**src/rtl/counter_arbiter.sv**
```systemverilog
// Round-robin controller sharing one loadable up-counter among N requesters.
// Each granted requester gets the counter cleared and run up to its latched length.
module counter_arbiter #(
    parameter int N = 4,
    parameter int W = 8
) (
    input  logic           clk,
    input  logic           rst,
    input  logic [N-1:0]   req,
    input  logic [N*W-1:0] req_len,
    output logic [N-1:0]   grant,
    output logic [N-1:0]   done,
    output logic           busy,
    output logic [2:0]     owner,
    output logic           cnt_load,
    output logic [W-1:0]   cnt_data,
    output logic           cnt_en,
    input  logic [W-1:0]   cnt_out
);

    typedef enum logic [1:0] {IDLE, LOAD, RUN, DONE} state_t;

    localparam logic [3:0]   N4  = 4'(N);
    localparam logic [N-1:0] ONE = {{(N-1){1'b0}}, 1'b1};

    state_t         state, state_nxt;
    logic [2:0]     ptr;
    logic [2:0]     ptr_nxt;
    logic [W-1:0]   len_q;
    logic [W-1:0]   len_sel;
    logic [3:0]     cand;
    logic [2:0]     sel;
    logic           found;

    // First pending requester scanning upward from ptr, wrapping modulo N.
    always_comb begin
        found = 1'b0;
        sel   = '0;
        cand  = '0;
        for (int unsigned k = 0; k < N; k++) begin
            cand = {1'b0, ptr} + k[3:0];
            if (cand >= N4) cand = cand - N4;
            if (!found && ((req & (ONE << cand)) != '0)) begin
                found = 1'b1;
                sel   = cand[2:0];
            end
        end
        ptr_nxt = (sel == 3'(N - 1)) ? '0 : sel + 3'd1;
        len_sel = '0;
        for (int unsigned k = 0; k < N; k++) begin
            if (sel == k[2:0]) len_sel = req_len[k*W +: W];
        end
    end

    always_ff @(posedge clk or posedge rst) begin
        if (rst) begin
            state <= IDLE;
            owner <= '0;
            ptr   <= '0;
            len_q <= '0;
        end else begin
            state <= state_nxt;
            if (state == IDLE && found) begin
                owner <= sel;
                ptr   <= ptr_nxt;
                len_q <= len_sel;
            end
        end
    end

    always_comb begin
        state_nxt = state;
        grant     = '0;
        done      = '0;
        cnt_load  = 1'b0;
        cnt_en    = 1'b0;
        case (state)
            IDLE: if (found) state_nxt = LOAD;
            LOAD: begin
                grant     = ONE << owner;
                cnt_load  = 1'b1;
                state_nxt = RUN;
            end
            RUN: begin
                if (cnt_out == len_q) state_nxt = DONE;
                else                  cnt_en    = 1'b1;
            end
            DONE: begin
                done      = ONE << owner;
                state_nxt = IDLE;
            end
            default: state_nxt = IDLE;
        endcase
    end

    assign busy     = (state != IDLE);
    assign cnt_data = '0;

endmodule

```
**config.mk**
```make
export PLATFORM = sky130hd
export DESIGN_NAME = counter_arbiter
export DESIGN_NICKNAME = d
export VERILOG_FILES = /design/src/rtl/counter_arbiter.sv
export SDC_FILE = /design/constraint.sdc
export NUM_CORES = 1
export LEC_CHECK = 0
export ABC_AREA = 1
export CORE_ASPECT_RATIO = 0.7
export CORE_MARGIN = 1
export CORE_UTILIZATION = 45
export CTS_BUF_LIST = sky130_fd_sc_hd__clkbuf_4 sky130_fd_sc_hd__clkbuf_8 sky130_fd_sc_hd__clkbuf_16
export DETAILED_ROUTE_END_ITERATION = 10
export GPL_TIMING_DRIVEN = 0
export PLACE_DENSITY = 0.9
export SKIP_CTS_REPAIR_TIMING = 1
export SLEW_MARGIN = 10
export SYNTH_ARGS = -nofsm -noshare
export SYNTH_HDL_FRONTEND = slang
export SYNTH_SLANG_ARGS = --single-unit
```
**constraint.sdc**
```tcl
create_clock -name clk -period 3.2 [get_ports clk]
set_input_delay 0.48 -clock clk [delete_from_list [all_inputs] [get_ports clk]]
set_output_delay 0.48 -clock clk [all_outputs]
set_load 0.005 [all_outputs]
```
==> out/results.ini <==
[run_status]
status = complete, no violations

[power]
leakagePower_nw = 1.34
pwr_density_cell_nw_per_um2 = 1020
peakVddDrop_mv = 0.596
p_total_mw = 2.60

[logic_synthesis]
synth_flop_cell = dfrtp_1
synth_area_leaders = dfrtp_1, nand2_1, ha_1
synth_edf_count = 0
synthArstFlopShare = 1.00
synthDistinctLibCells = 32
syn_area_um2 = 1820
syn_inst = 282
synth.avg_cell_area_um2 = 6.47
ys_seq_elements = 16
ys_seq_area_frac = 0.219
synth_largest_area_cell = dfrtp_1
yosysWarnings = 0
synthTopCellsByCount = nand2_1, nor2_1, inv_1
post-synth-top-count-cell = nand2_1
synth_top_area_frac = 0.219

[cts]
clockBufferDepth = 2
htreeDepth = 1
cts_tree = done
path_clk_slew_ns = 0.06
clock-sinks = 16
insertion_delay_ns = 0.26
cts-root-buf = clkbuf_8
cts_made_buffers = 3

[timing]
fin_crit_ns = 2.93
hold_slack_ns = 0.582
finClkSkew_ns = 0.00243
finalCritPeriodShare = 0.915
maxSlewHeadroom = 0.600
layout_setup_ws_ns = 0.273
setup_viol = 0
rsz0062_at_grt = false
worstMarginPinSlew_ns = 0.600
final_max_slew_viol_count = 0
timing.fmax_mhz = 342
setup_tns_ns = 0
hold_viol_final = 0

[die]
ioPinCount = 68
rows = 18
dieArea_um2 = 4320
die_w_um = 78.1
start_util = 0.494
fp.dieH_um = 55.3
coreArea_um2 = 3690

[detailed_routing]
drc = 0
drtIter0Drc = 96
firstDrtPassIters = 4
ant_nets = 0
vias = 1922
wire_per_inst_um = 11.3
vias_per_cell = 4.78
wl_um = 4530

[global_route]
grt_max_degree = 17
grt_pass1_wl_um = 7490
grt-ovfl-total = 0
grt_usage = 0.218
antenna_found_initial = 0
grt_pass1_vias = 1774

[min_path]
hold_path.class = in -> async

[placement]
port_buffers = 59
dp_hpwl_um = 3730
postPlaceCellArea_um2 = 2500
dpl_worst_slack_ns = 0.0914
gp_congestion = 0.870

[setup_path]
worstSetupStartpointType = flip-flop
worstPathMaxFanout = 9
arrival_ns = 3.13
critical_path_required_ns = 3.40
cp-end-kind = flip-flop
critPathKind = reg -> reg

[finish]
area_growth_pct = 40.4
fin_area_um2 = 2560
nets = 412
insertedDiodeCount = 0
drive_gt1_frac = 0.128

[flow_run]
drv_cap = 0

[path summary, 6_finish.rpt]
check	start	endpoint	slack, ns	cells after the start
worst max-delay path	ptr[0]$_DFFE_PP0P_	len_q[1]$_DFFE_PP0P_	0.27	18
worst min-delay path	rst	len_q[1]$_DFFE_PP0P_	0.58	2
worst max register to register	ptr[0]$_DFFE_PP0P_	len_q[1]$_DFFE_PP0P_	0.27	18
worst min register to register	ptr[2]$_DFFE_PP0P_	ptr[2]$_DFFE_PP0P_	0.58	2
max in group asynchronous	rst	len_q[3]$_DFFE_PP0P_	2.23	2
min in group clk	ptr[2]$_DFFE_PP0P_	ptr[2]$_DFFE_PP0P_	0.58	2
[metrics by stage]
stage,cells,util
5_1_grt,402,0.693
2_1_floorplan,289,-
6_report,402,0.693
3_3_place_gp,398,0.678
3_5_place_dp,398,0.678
4_1_cts,402,0.693
[state kept, by name, summed over array words and instances, names as in the netlist]
register  cells
state         2
owner         3
len_q         8
ptr           3
[layout make-up]
type | instances | area (um^2)
inverters | 40 | 153
fillers | 313 | 1130
repair buffers | 59 | 591
flip-flops and latches | 16 | 400
plain buffers | 12 | 109
well taps | 50 | 62.6
clock buffers | 4 | 55.1
multi-input cells | 221 | 1190
[cell families (layout without fill, tap and decap cells)]
logic type                 count (synthesis)  count (layout)  share of synthesized area
buffers and inverters                     52             115                      0.143
DFF                                       16              16                      0.219
xor gates and xnor gates                   4               4                     0.0192
AOI/OAI and AO/OA                         22              22                     0.0734
adders and majority gates                 13              13                     0.0892
other                                      1               8                    0.00206
and+or+nand+nor                          174             174                      0.453
[per-layer routing]
metal	routed length, um	track usage
met1	2060	0.272
met2	2090	0.382
met3	349	0.0545
met4	32	0.0370
met5	0	0
[critical path: stages (launching register included)]
cell     delay, ns
dfrtp_1       0.50
inv_2         0.14
ha_1          0.27
nand2_1       0.10
nand2_1       0.09
nor2_4        0.19
inv_4         0.07
nor2_8        0.15
nand2_1       0.08
nor3_1        0.18
nor2_2        0.12
inv_1         0.10
ha_1          0.20
nand3_4       0.13
inv_1         0.21
nor2_1        0.08
o21ai_1       0.08
nand2_1       0.12
nand2_1       0.07
[layout by cell type, fill, tap and decap left out]
cell type | Yosys | layout
nand4_1 | 3 | 3
nand3_2 | 2 | 2
a21oi_1 | 1 | 1
clkdlybuf4s50_1 | 0 | 59
or2_2 | 3 | 3
buf_4 | 8 | 8
nor3_1 | 1 | 1
a22oi_1 | 1 | 1
o21ai_0 | 6 | 6
buf_6 | 3 | 3
nand2_4 | 4 | 4
ha_1 | 13 | 13
nand3_1 | 13 | 13
inv_2 | 2 | 2
nor2_4 | 2 | 2
nor4_1 | 1 | 1
clkbuf_8 | 0 | 4
nand2_2 | 6 | 6
buf_8 | 1 | 1
nand2_1 | 91 | 91
inv_4 | 1 | 1
dfrtp_1 | 16 | 16
o21ai_2 | 1 | 1
nor2_8 | 1 | 1
conb_1 | 1 | 8
nand4_4 | 1 | 1
nand3_4 | 2 | 2
nor2_1 | 42 | 41
o21ai_1 | 9 | 9
inv_1 | 37 | 37
xnor2_1 | 4 | 4
o22ai_1 | 3 | 3
o21bai_4 | 1 | 1
nor2_2 | 2 | 3
[where the power goes]
group	internal [mW]	switching, mW	total, mW
clock network	0.110	0.0751	0.185
logic	0.831	1.21	2.05
registers	0.297	0.0755	0.372
No activity file was read; power rests on OpenSTA's default activity.
